**src/rtl/flash_bridge_pkg.sv**
```systemverilog
// Shared types and constants for the CPU ROM to QPI flash bridge.
package flash_bridge_pkg;

    localparam int BANK_W   = 4;
    localparam int OFFSET_W = 14;
    localparam int ADDR_W   = 24;

    localparam logic [ADDR_W-1:0] DEFAULT_BASE_ADDR = 24'h100000;

    typedef enum logic [2:0] {
        INIT,
        IDLE,
        ISSUE_DMD,
        ISSUE_PF,
        WAIT_BUSY,
        WAIT_DATA
    } state_t;

    // ROM bank/offset to flash byte address; the sum wraps modulo 2^24.
    function automatic logic [ADDR_W-1:0] rom_to_flash(
        input logic [ADDR_W-1:0]   base,
        input logic [BANK_W-1:0]   bank,
        input logic [OFFSET_W-1:0] offset
    );
        return base + {{(ADDR_W-BANK_W-OFFSET_W){1'b0}}, bank, offset};
    endfunction

endpackage

```
**src/rtl/flash_prefetch_buf.sv**
```systemverilog
// One-byte prefetch buffer: tag (bank/offset), data, valid and hit compare.
// Latency: hit is combinational on the lookup tag; load/clear take effect next cycle.
// Backpressure: none; the owner decides when to load or clear.
module flash_prefetch_buf
    import flash_bridge_pkg::*;
(
    input  logic                clk,
    input  logic                reset_n,
    input  logic                clr,
    input  logic                load,
    input  logic [BANK_W-1:0]   load_bank,
    input  logic [OFFSET_W-1:0] load_offset,
    input  logic [7:0]          load_data,
    input  logic [BANK_W-1:0]   lookup_bank,
    input  logic [OFFSET_W-1:0] lookup_offset,
    output logic                hit,
    output logic [7:0]          data
);

    logic                pf_valid;
    logic [BANK_W-1:0]   pf_bank;
    logic [OFFSET_W-1:0] pf_offset;
    logic [7:0]          pf_data;

    always_ff @(posedge clk or negedge reset_n) begin
        if (!reset_n) begin
            pf_valid  <= 1'b0;
            pf_bank   <= '0;
            pf_offset <= '0;
            pf_data   <= '0;
        end else if (clr) begin
            pf_valid <= 1'b0;
        end else if (load) begin
            pf_valid  <= 1'b1;
            pf_bank   <= load_bank;
            pf_offset <= load_offset;
            pf_data   <= load_data;
        end
    end

    assign hit  = pf_valid && (pf_bank == lookup_bank) && (pf_offset == lookup_offset);
    assign data = pf_data;

endmodule

```
**src/rtl/flash_rom_bridge.sv**
```systemverilog
// CPU ROM byte reads -> qpi_flash byte reads, with a one-byte sequential prefetch.
// Latency: prefetch hit returns 1 cycle after accept; a miss strobes flash 1 cycle after accept.
// Backpressure: req_ready is high only in IDLE; an in-flight prefetch always runs to completion.
module flash_rom_bridge
    import flash_bridge_pkg::*;
#(
    parameter logic [23:0] BASE_ADDR = DEFAULT_BASE_ADDR,
    parameter logic        PREFETCH  = 1'b1
) (
    input  logic        clk,
    input  logic        reset_n,
    input  logic        req_valid,
    output logic        req_ready,
    input  logic [3:0]  req_bank,
    input  logic [13:0] req_offset,
    output logic        resp_valid,
    output logic [7:0]  resp_data,
    output logic        pf_hit,
    input  logic        flash_ready,
    output logic        flash_read,
    output logic [23:0] flash_addr,
    input  logic [7:0]  flash_data
);

    state_t state, next_state;

    // Bank/offset of the outstanding flash transaction and whether it is a prefetch.
    logic [BANK_W-1:0]   cur_bank;
    logic [OFFSET_W-1:0] cur_offset;
    logic                cur_is_pf;

    logic                accept;
    logic                dmd_done;
    logic                pf_load;
    logic                buf_hit;
    logic [7:0]          buf_data;
    logic [OFFSET_W-1:0] req_offset_nxt;
    logic [OFFSET_W-1:0] cur_offset_nxt;

    assign req_offset_nxt = req_offset + OFFSET_W'(1);
    assign cur_offset_nxt = cur_offset + OFFSET_W'(1);

    always_ff @(posedge clk or negedge reset_n) begin
        if (!reset_n) begin
            state <= INIT;
        end else begin
            state <= next_state;
        end
    end

    always_comb begin
        next_state = state;
        req_ready  = 1'b0;
        flash_read = 1'b0;
        accept     = 1'b0;
        dmd_done   = 1'b0;
        pf_load    = 1'b0;
        case (state)
            INIT: begin
                if (flash_ready) next_state = IDLE;
            end
            IDLE: begin
                req_ready = 1'b1;
                if (req_valid) begin
                    accept     = 1'b1;
                    next_state = buf_hit ? ISSUE_PF : ISSUE_DMD;
                end
            end
            ISSUE_DMD, ISSUE_PF: begin
                flash_read = 1'b1;
                next_state = WAIT_BUSY;
            end
            WAIT_BUSY: begin
                if (!flash_ready) next_state = WAIT_DATA;
            end
            WAIT_DATA: begin
                if (flash_ready) begin
                    if (cur_is_pf) begin
                        pf_load    = 1'b1;
                        next_state = IDLE;
                    end else begin
                        dmd_done   = 1'b1;
                        next_state = (PREFETCH == 1'b1) ? ISSUE_PF : IDLE;
                    end
                end
            end
            default: next_state = INIT;
        endcase
    end

    always_ff @(posedge clk or negedge reset_n) begin
        if (!reset_n) begin
            resp_valid <= 1'b0;
            resp_data  <= '0;
            pf_hit     <= 1'b0;
            flash_addr <= '0;
            cur_bank   <= '0;
            cur_offset <= '0;
            cur_is_pf  <= 1'b0;
        end else begin
            resp_valid <= 1'b0;
            pf_hit     <= 1'b0;
            if (accept) begin
                cur_bank <= req_bank;
                if (buf_hit) begin
                    resp_valid <= 1'b1;
                    resp_data  <= buf_data;
                    pf_hit     <= 1'b1;
                    cur_offset <= req_offset_nxt;
                    cur_is_pf  <= 1'b1;
                    flash_addr <= rom_to_flash(BASE_ADDR, req_bank, req_offset_nxt);
                end else begin
                    cur_offset <= req_offset;
                    cur_is_pf  <= 1'b0;
                    flash_addr <= rom_to_flash(BASE_ADDR, req_bank, req_offset);
                end
            end else if (dmd_done) begin
                resp_valid <= 1'b1;
                resp_data  <= flash_data;
                if (PREFETCH == 1'b1) begin
                    cur_offset <= cur_offset_nxt;
                    cur_is_pf  <= 1'b1;
                    flash_addr <= rom_to_flash(BASE_ADDR, cur_bank, cur_offset_nxt);
                end
            end
        end
    end

    // Every accept empties the buffer: a hit consumes it, a miss makes it stale.
    flash_prefetch_buf u_pf_buf (
        .clk           (clk),
        .reset_n       (reset_n),
        .clr           (accept),
        .load          (pf_load),
        .load_bank     (cur_bank),
        .load_offset   (cur_offset),
        .load_data     (flash_data),
        .lookup_bank   (req_bank),
        .lookup_offset (req_offset),
        .hit           (buf_hit),
        .data          (buf_data)
    );

endmodule
```
**config.mk**
```make
export PLATFORM = sky130hd
export DESIGN_NAME = flash_rom_bridge
export DESIGN_NICKNAME = d
export VERILOG_FILES = /design/src/rtl/flash_bridge_pkg.sv /design/src/rtl/flash_prefetch_buf.sv /design/src/rtl/flash_rom_bridge.sv
export SDC_FILE = /design/constraint.sdc
export NUM_CORES = 1
export LEC_CHECK = 0
export CORE_MARGIN = 3
export CORE_UTILIZATION = 47
export DETAILED_ROUTE_END_ITERATION = 10
export PLACE_DENSITY = 0.77
export SYNTH_ARGS = -nofsm -noshare
export SYNTH_HDL_FRONTEND = slang
export SYNTH_SLANG_ARGS = --single-unit
```
**constraint.sdc**
```tcl
create_clock -name clk -period 1.9 [get_ports clk]
set_input_delay 0.38 -clock clk [delete_from_list [all_inputs] [get_ports clk]]
set_output_delay 0.38 -clock clk [all_outputs]
set_load 0.01 [all_outputs]
```
==> out/qor.txt <==
Outcome: complete, no violations
Largest fanout on the critical path: 4
Sequential area share after synthesis: 0.488
CTS Root Cell: clkbuf_8
Clock power frac: 0.171
Comb power frac: 0.427
CTS sink count: 64
Most frequent cells in the layout: 66 x nand2_1, 62 x dfrtp_1, 47 x clkdlybuf4s50_1, 44 x buf_4, 27 x mux2_2
Vias per inst: 5.44
Post-Syn Area: 3280 um2
CTS Buffer Depth: 2
PD cells: 1320 nW/um2
Total power: 6.04 mW
Max layer used: met4
WP data required: 2.11 ns
YS warnings: 0
Initial antenna violation count: 0
Worst EP arrival: 2.09 ns
Clock skew: 0.00686 ns
Final Cycle Share: 0.988
Met3 wire len: 612 um
Row count: 29
Met2 wire len: 4110 um
Area of the core: 6570 um2
Vias in the first global route: 2727
Crit start category: input port
Synth-to-Final Area Change: 39.5%
Multi-input gate area: 1670 um2
Total iterations of the first detailed-routing run: 5
Flops & latches, synth: 64
Largest net degree at the start of global routing: 34
Register area: 1600 um2
# diodes: 0
Worst hold-check path type: in2async
Die Height: 89.5 um
Ports: 66
DRT met1 WL: 3640 um
Max Slew Vio Count: 0
Seq pwr share: 0.402
Sw frac: 0.361
Final min period: 1.88 ns
Top-area cell type share of the netlist area: 0.488
Post-Place Setup Slack: -0.402 ns
Final worst slack: 0.0223 ns
Layout cell share with drive strength beyond 1: 0.247
Clock transition at path regs: 0.07 ns
Routed Wire Length: 8600 um
GRT Total Usage: 0.219
CP Class: in2reg
Horiz. Die Dim: 89.5 um
DRC: 0
Nets@finish: 474
Fmax: 533 MHz
Fillcell total: 494
Ranking of synthesized cells by area: dfrtp_1 49%, mux2_2 9.3%, nand2_1 7.7%
Delay-heaviest family, CP: simple AND/OR/NAND/NOR gates
Total grt overflow: 0
# H-tree levels: 3
Worst skew pair latency: 0.33 ns
Wire length per cell: 16.0 um
Setup violators final: 0
Crit end category: register
WP buf/inv: 2
First-pass GRT wire length: 13200 um
Die area: 8020 um2
TritonCTS clock tree: yes
Leak: 2.15 nW
Cell variety after synth: 36
Max Cap Violations: 0
Worst IR Drop VDD: 0.896 mV
Fin. Hold Viols: 0
ANT nets after route: 0
Unrepaired setup endpoints after global routing: yes
Hpwl dp: 6120 um
DR iter-0 viols: 218
Crit path cell chain: clkdlybuf4s50_1 -> buf_4 -> and4_1 -> and4_4 -> and3_4 -> o21ai_0 -> or3_1
Internal: 3.86 mW
Avg Cell Area, Syn: 9.71 um2
Switch Pwr: 2.18 mW
Max incr delay on CP: 0.49 ns
Initial Utilization: 0.500
Num CTS Buffers: 9
Area leader, netlist: dfrtp_1
Vias: 2932
CP max-delay cell: clkdlybuf4s50_1
Most common cell after layout, fill and taps aside: nand2_1
Routability cong.: 0.894
Synth Instances: 338
Port buffer count: 60
repair_timing:
action	CTS	global route
pin swaps	0	8
hold buffers	0	0
cloned	0	1
endpoints found under the setup margin	15	22
gates resized for setup	3	32
setup buffers	0	1
worst paths after layout:
check	endpoint	start	cells past startpoint	slack (ns)
hold / removal	flash_addr[15]$_DFFE_PN0P_	reset_n	2	0.07
min in group clk	cur_bank[3]$_DFFE_PN0P_	req_bank[3]	3	0.35
hold reg to reg	flash_addr[15]$_DFFE_PN0P_	flash_addr[15]$_DFFE_PN0P_	2	0.48
setup / recovery	cur_offset[11]$_DFFE_PN0P_	req_offset[4]	7	0.02
max in group asynchronous	state[2]$_DFFE_PN0P_	reset_n	2	1.47
setup reg to reg	flash_addr[13]$_DFFE_PN0P_	u_pf_buf.pf_bank[1]$_DFFE_PN0P_	6	0.09
flip-flops by register name, summed over array words and instances (netlist names):
register	cells
u_pf_buf.pf_offset	14
cur_offset	13
resp_data	8
u_pf_buf.data	8
flash_addr	6
cur_bank	4
u_pf_buf.pf_bank	4
state	3
cur_is_pf	1
pf_hit	1
resp_valid	1
u_pf_buf.pf_valid	1
power by group through the flow:
stage / sequential [mW] / clock, mW / combinational, mW
floorplan: 2.44 / 0 / 1.22
global placement: 2.38 / 0 / 2.44
detailed placement: 2.42 / 0 / 2.50
CTS: 2.40 / 1.06 / 2.52
global route: 2.50 / 1.12 / 2.81
finish: 2.43 / 1.04 / 2.58
synthesized netlist by cell type (all sizes together):
library cell  count
xnor2            20
o221ai            3
o22ai             3
or3               2
a31oi            11
nor3              5
nand2b            2
ha                2
and4              3
nand4            13
nor2b             2
o211ai            1
a21oi             5
mux2             27
nand2            67
o311a             1
o21ai            15
o31ai             2
nor2             21
inv               3
and3              9
dfrtp            64
or2               1
mux2i             2
nand3b            1
xor2             12
nor4              1
clkbuf            7
or4               1
conb              1
buf              12
nand3            19
final cells by class:
cell class | count | share of cell area
multi-input cells | 256 | 0.365
flip-flops and latches | 64 | 0.350
repair buffers | 108 | 0.219
clock buffers | 12 | 0.0339
well taps | 93 | 0.0254
clock inverters | 3 | 0.00383
inverters | 3 | 0.00246
metal layers:
layer / track usage / vias to the layer above
met3: 0.0498 / 26
met4: 0.0961 / 0
li1: - / 1377
met5: 0 / -
met1: 0.301 / 1403
met2: 0.331 / 126
per-stage QoR:
stage	TNS [ns]	util	hold slack (ns)	cell area [um2]	std cells
detailed placement	-8.13	0.650	0.440	4270	522
finish	0	0.697	0.0686	4580	539
global route	-0.0579	0.697	0.0923	4580	539
CTS	0	0.677	0.0790	4450	537
global placement	-6.71	0.650	0.433	4270	522
floorplan	0	-	0.0844	3300	342
worst register-to-register path, cell delays in order (launching register included):
cell and delay, ns:
dfrtp_1 0.38, xnor2_1 0.17, nand4_1 0.21, nor3_4 0.29
nand2_2 0.13, or4_1 0.48, nand3_1 0.09
logic make-up after synthesis:
kind of cell	synth area share
and+or+nand+nor	0.211
xor gates and xnor gates	0.0854
muxes	0.0988
buffers and inverters	0.0332
AOI/OAI and AO/OA	0.0751
other	0.00114
DFF	0.488
adders and majority gates	0.00763
No activity file was read; power rests on OpenSTA's default activity.
